**config.mk**
```make
export PLATFORM = sky130hd
export DESIGN_NAME = sap1_ram_loader
export DESIGN_NICKNAME = d
export VERILOG_FILES = /design/src/rtl/sap1_pkg.sv /design/src/rtl/sap1_addr_counter.sv /design/src/rtl/sap1_ram_loader.sv
export SDC_FILE = /design/constraint.sdc
export NUM_CORES = 1
export LEC_CHECK = 0
export BUFFER_PORTS_ARGS = -buffer_cell sky130_fd_sc_hd__buf_2
export CORE_MARGIN = 2
export CORE_UTILIZATION = 26
export CTS_BUF_LIST = sky130_fd_sc_hd__clkbuf_2
export DETAILED_ROUTE_END_ITERATION = 8
export PLACE_DENSITY = 0.54
export SLEW_MARGIN = 20
export SYNTH_ARGS = -nofsm -noshare
export SYNTH_HDL_FRONTEND = slang
export SYNTH_HIERARCHICAL = 1
export SYNTH_SLANG_ARGS = --single-unit
```
**constraint.sdc**
```tcl
create_clock -name CLK -period 1.6 [get_ports CLK]
set_input_delay 0.32 -clock CLK [delete_from_list [all_inputs] [get_ports CLK]]
set_output_delay 0.32 -clock CLK [all_outputs]
set_load 0.005 [all_outputs]
```
**src/rtl/sap1_pkg.sv**
```systemverilog
// sap1_pkg: shared widths and program-loader state encoding
// for the SAP-1 RAM loader slice.
package sap1_pkg;

  localparam int LD_ADDR_W = 4;
  localparam int LD_DATA_W = 8;
  localparam int RAM_DEPTH = 2 ** LD_ADDR_W;

  typedef enum logic [3:0] {
    S_IDLE     = 4'd0,
    S_ACCEPT   = 4'd1,
    S_SET_ADDR = 4'd2,
    S_WRITE    = 4'd3,
    S_FINISH   = 4'd4,
    S_V_ADDR   = 4'd5,
    S_V_READ   = 4'd6,
    S_V_ACC    = 4'd7,
    S_ERR      = 4'd8
  } ld_state_e;

endpackage

```
**src/rtl/sap1_addr_counter.sv**
```systemverilog
// sap1_addr_counter: word counter with clear, increment and
// terminal compare, reused by the load and readback passes.
module sap1_addr_counter
  import sap1_pkg::*;
#(
  parameter int W = LD_ADDR_W + 1
) (
  input  logic         clk_i,
  input  logic         rst_i,
  input  logic         clr_i,
  input  logic         inc_i,
  input  logic [W-1:0] n_i,
  output logic [W-1:0] cnt_o,
  output logic         last_o
);

  localparam logic [W-1:0] ONE = {{(W-1){1'b0}}, 1'b1};

  logic [W-1:0] cnt_q;
  logic [W-1:0] cnt_d;

  always_comb begin
    cnt_d = cnt_q;
    if (clr_i) begin
      cnt_d = '0;
    end else if (inc_i) begin
      cnt_d = cnt_q + ONE;
    end
  end

  always_ff @(posedge clk_i) begin
    if (rst_i) begin
      cnt_q <= '0;
    end else begin
      cnt_q <= cnt_d;
    end
  end

  assign cnt_o  = cnt_q;
  assign last_o = (cnt_q + ONE) == n_i;

endmodule

```
**src/rtl/sap1_ram_loader.sv**
```systemverilog
// sap1_ram_loader: program-mode MAR/RAM write sequencer for SAP-1.
// Optional XOR readback check: define SAP1_LOAD_VERIFY_EN.
module sap1_ram_loader
  import sap1_pkg::*;
#(
  parameter int ADDR_W = LD_ADDR_W,
  parameter int DATA_W = LD_DATA_W
) (
  input  logic              CLK,
  input  logic              CLR,
  input  logic              start,
  input  logic [ADDR_W:0]   len,
  input  logic              in_valid,
  input  logic [DATA_W-1:0] in_data,
  output logic              in_ready,
  output logic              mar_ld,
  output logic [ADDR_W-1:0] addr,
  output logic              ram_we,
  output logic              ram_re,
  input  logic [DATA_W-1:0] ram_rdata,
  output logic [DATA_W-1:0] wdata,
  output logic              cpu_hold,
  output logic              busy,
  output logic              done,
  output logic              err
);

  localparam int CW = ADDR_W + 1;
  localparam logic [CW-1:0] DEPTH = {1'b1, {ADDR_W{1'b0}}};

`ifdef SAP1_LOAD_VERIFY_EN
  localparam ld_state_e AFTER_WR = S_V_ADDR;
`else
  localparam ld_state_e AFTER_WR = S_FINISH;
`endif

  ld_state_e         state_q;
  ld_state_e         state_d;
  logic [CW-1:0]     n_q;
  logic [DATA_W-1:0] wdata_q;
  logic [CW-1:0]     len_cap;
  logic [CW-1:0]     cnt;
  logic              cnt_last;
  logic              cnt_clr;
  logic              cnt_inc;
  logic              load_go;
  logic              unused_ok;

  // Requests beyond the RAM depth are clamped so the address never wraps.
  assign len_cap = (len > DEPTH) ? DEPTH : len;

`ifdef SAP1_LOAD_VERIFY_EN
  assign load_go = start &&
                   (state_q == S_IDLE || state_q == S_ERR);
`else
  assign load_go = start && (state_q == S_IDLE);
`endif

  // Counter restarts at zero for the readback pass after the last write.
  assign cnt_clr = load_go ||
                   (state_q == S_WRITE && cnt_last);
`ifdef SAP1_LOAD_VERIFY_EN
  assign cnt_inc = (state_q == S_WRITE) ||
                   (state_q == S_V_ACC);
`else
  assign cnt_inc = (state_q == S_WRITE);
`endif

  sap1_addr_counter #(
    .W (CW)
  ) u_cnt (
    .clk_i  (CLK),
    .rst_i  (CLR),
    .clr_i  (cnt_clr),
    .inc_i  (cnt_inc),
    .n_i    (n_q),
    .cnt_o  (cnt),
    .last_o (cnt_last)
  );

`ifdef SAP1_LOAD_VERIFY_EN
  logic [DATA_W-1:0] csum_q;
  logic [DATA_W-1:0] rsum_q;
  logic              sum_ok;

  assign sum_ok = (rsum_q ^ ram_rdata) == csum_q;

  always_ff @(posedge CLK) begin
    if (CLR) begin
      csum_q <= '0;
      rsum_q <= '0;
    end else begin
      if (load_go) begin
        csum_q <= '0;
      end else if (state_q == S_WRITE) begin
        csum_q <= csum_q ^ wdata_q;
      end
      if (state_q == S_WRITE) begin
        rsum_q <= '0;
      end else if (state_q == S_V_ACC) begin
        rsum_q <= rsum_q ^ ram_rdata;
      end
    end
  end
`endif

  always_ff @(posedge CLK) begin
    if (CLR) begin
      state_q <= S_IDLE;
    end else begin
      state_q <= state_d;
    end
  end

  always_comb begin
    state_d = state_q;
    unique case (state_q)
      S_IDLE: begin
        if (start) begin
          state_d = (len_cap == '0) ? S_FINISH : S_ACCEPT;
        end
      end
      S_ACCEPT: begin
        if (in_valid) state_d = S_SET_ADDR;
      end
      S_SET_ADDR: state_d = S_WRITE;
      S_WRITE: state_d = cnt_last ? AFTER_WR : S_ACCEPT;
`ifdef SAP1_LOAD_VERIFY_EN
      S_V_ADDR: state_d = S_V_READ;
      S_V_READ: state_d = S_V_ACC;
      S_V_ACC: begin
        if (!cnt_last) begin
          state_d = S_V_ADDR;
        end else begin
          state_d = sum_ok ? S_FINISH : S_ERR;
        end
      end
      S_ERR: begin
        if (start) begin
          state_d = (len_cap == '0) ? S_FINISH : S_ACCEPT;
        end
      end
`endif
      S_FINISH: state_d = S_IDLE;
      default: state_d = S_IDLE;
    endcase
  end

  always_comb begin
    in_ready = 1'b0;
    mar_ld   = 1'b0;
    ram_we   = 1'b0;
    ram_re   = 1'b0;
    done     = 1'b0;
    err      = 1'b0;
    cpu_hold = 1'b1;
    busy     = (state_q != S_IDLE);
    unique case (state_q)
      S_IDLE:     cpu_hold = 1'b0;
      S_ACCEPT:   in_ready = 1'b1;
      S_SET_ADDR: mar_ld   = 1'b1;
      S_WRITE:    ram_we   = 1'b1;
`ifdef SAP1_LOAD_VERIFY_EN
      S_V_ADDR:   mar_ld   = 1'b1;
      S_V_READ:   ram_re   = 1'b1;
      S_V_ACC:    ;
      S_ERR:      err      = 1'b1;
`endif
      S_FINISH: begin
        done     = 1'b1;
        cpu_hold = 1'b0;
      end
      default: ;
    endcase
  end

  always_ff @(posedge CLK) begin
    if (CLR) begin
      n_q     <= '0;
      wdata_q <= '0;
    end else begin
      if (load_go) n_q <= len_cap;
      if (state_q == S_ACCEPT && in_valid) begin
        wdata_q <= in_data;
      end
    end
  end

  assign addr  = cnt[ADDR_W-1:0];
  assign wdata = wdata_q;

  assign unused_ok = ^{ram_rdata, cnt[ADDR_W]};

endmodule

```
==> results.md <==
- Final setup fails: 2
- IR drop worst, VDD: around 0.45 mV
- Failing checks: negative setup slack
- Rows: 23
- Leading area contributor after synthesis: dfxtp_1
- Register area share after synthesis: between 30% and 40%
- Tmin final: between 1.5 and 2 ns
- TritonCTS clock tree: done
- Layout Skew: between 0.005 and 0.006 ns
- Vias in the first global route: roughly 950
- Achievable Freq: between 0.6 and 0.7 GHz
- Critical path type: reg -> reg
- Top post-synthesis cells by area: dfxtp_1 39%, mux2i_1 8.4%, xor2_1 4.9%
- Final worst slack: -0.0142 ns
- Grt met3 use: under 10%
- Remaining Overflow, GRT: 0
- CP arrival: ~1.8 ns
- Most common cell in the netlist: dfxtp_1
- Routed len/inst: 13.1 um
- Flops & latches, synth: 21
- H-Tree Depth: 1
- Port bufs: 34
- Routed wire length: ~2.7 mm
- CP Data Required Time: 1.82 ns
- Slew Limit Fails: 0
- Final HPWL DP: approximately 2.0 mm
- Nets: 185
- Final hold viol count: 0
- Top Usage Layer GRT: met2
- Ys flop type: dfxtp_1
- Routed vias/inst: between 4 and 5
- TritonRoute pass-1 iters: 3
- Die H: 68.1 um
- Placement Cell Area: between 1000 and 1500 um2
- Initial antenna violation count: 0
- RSZ-0062 raised after global routing: yes
- Design Area, Final: around 1500 um2
- Syn Inst Count: 112
- Startpoint types: flip-flop
- Synth cell types: 37
- Fill cell count: 417
- TritonCTS Sinks: 21
- Crit-path max FO: 5
- Dpl ws: -0.0670 ns
- DRC: 0
- Diodes inserted: 0
- Crit. End Element: flip-flop
- Ys Warns: 6
- Met2 Track Usage GR: between 20% and 30%
- Most common library cells after synthesis: 21 x dfxtp_1, 10 x nor2_1, 9 x mux2i_1
- Fraction of layout cells with a size suffix above 1: ~53%
- Via Count: 963
- Die ar.: ~4600 um2
- HP Class: in -> reg
- Area grow syn2layout: 42.0%
- ANT nets after route: 0
- Grt met1 use: a little over an eighth
- RD Place Congestion: just under 0.8
- Avg Inst Size Synth: 9.55 um2
- Core area: 3970 um2
- Asr flop ratio synth: 0%
- Tcrit/Tclk final: 101%
- Die Width: 68.1 um
- GR Util All Layers: a little under an eighth
- Synth Cell Area: 1070 um2
- Global-route wire length before repair: roughly 4.2 mm
- Worst-case clock buffer depth: 2
- Clock slew at reported path FFs: roughly 0.19 ns
- Status: finished with violations
- Post-synth top area share: around two fifths
- Clock root buffer master: clkbuf_2
- Leakage: between 0.6 and 0.7 nW
- Initial core utilization: a little over a quarter
- Initial DRC Count: 16
- CTS buffer count: 3
- Pin count of the biggest net entering global routing: 22
- EDFF count, synth: 0
- Pwr dens: slightly above 700 nW/um2
- Max-Cap Viols: 0
- # IOs: 45
- Cts hold-fix bufs: 0
- Worst-Skew Late Latency: 0.31 ns
[critical path, cell delays in order, from the launching register on]
cell,delay (ns)
dfxtp_2,0.38
ha_4,0.25
xnor2_2,0.16
nand3_2,0.09
nor3_2,0.14
nand3_2,0.14
a21oi_4,0.29
nor3_2,0.08
[stage by stage]
step / hold WS (ns) / setup TNS [ns] / instances / total power [W] / utilization [%]
finish: 0.234 / -0.0165 / 208 / 0.00107 / 38.2
global route: 0.216 / -0.429 / 208 / 0.00113 / 38.2
CTS: 0.206 / 0 / 206 / 0.00105 / 35.9
detailed placement: 0.458 / -0.323 / 200 / 0.000812 / 34.5
global placement: 0.460 / -0.132 / 200 / 0.000807 / 34.5
floorplan: 0.389 / 0 / 113 / 0.000725 / -
[cells by family after synthesis]
| kind of cell | after synthesis | share of synthesized area (%) |
|---|---|---|
| simple gates | 49 | 28.8 |
| flops | 21 | 39.3 |
| xor+xnor | 11 | 10.3 |
| compound gates | 10 | 6.08 |
| mux | 10 | 9.47 |
| buf+inv | 9 | 4.56 |
| fa+ha+maj | 1 | 1.17 |
| other cells | 1 | 0.351 |
[flip-flops by register name (all words and copies together) (netlist names)]
signal / flops
wdata: 8
n_q: 5
u_cnt/cnt_o: 5
state_q: 3
[path summary, 6_finish.rpt]
path | from | end | slack, ns | depth (start not counted)
worst max-delay path | u_cnt/cnt_o[1]$_SDFFE_PP0P_ | u_cnt/cnt_o[0]$_SDFFE_PP0P_ | -0.01 | 7
worst min-delay path | in_data[7] | wdata[7]$_SDFFE_PP0P_ | 0.23 | 3
worst max register to register | u_cnt/cnt_o[1]$_SDFFE_PP0P_ | u_cnt/cnt_o[0]$_SDFFE_PP0P_ | -0.01 | 7
worst min register to register | n_q[0]$_SDFFE_PP0P_ | n_q[0]$_SDFFE_PP0P_ | 0.48 | 2
[layout by cell type, fill, tap and decap left out, types with 2 or more instances in the layout]
cell,count
a21oi_1,5
buf_2,33
buf_4,14
buf_6,2
clkbuf_2,4
conb_1,2
dfxtp_1,15
dfxtp_2,3
dfxtp_4,3
mux2i_1,9
nand2_1,8
nand3_2,3
nand3b_1,4
nand4_1,2
nor2_1,9
nor3_2,6
nor3b_1,2
nor3b_2,2
xnor2_1,2
xnor2_2,2
xor2_1,6
[routing by layer]
metal  vias up  wire, um
li1        480         -
met4         0         0
met1       455      1070
met3         0       163
met2        28      1490
met5         -         0
[power by group]
part | total (W) | internal, W | leakage, nW | switching [W]
combinational | 0.000282 | 0.000151 | 0.454 | 0.000131
sequential | 0.000569 | 0.000547 | 0.174 | 0.0000220
clock | 0.000219 | 0.0000662 | 0.0166 | 0.000153
[cell type report]
cell class	instances	area (um2)	share of cell area [%]
multi-input cells	83	704	46.4
flip-flops and latches	21	435	28.7
repair buffers	49	293	19.3
well taps	50	62.6	4.12
clock buffers	4	20.0	1.32
inverters	1	3.75	0.247
[what timing repair did]
action | CTS | global route
buffers inserted | 2 | 2
endpoints found under the setup margin | 12 | 12
gates resized for setup | 8 | 20
pin swaps | 2 | 8
No activity file was read; power rests on OpenSTA's default activity.
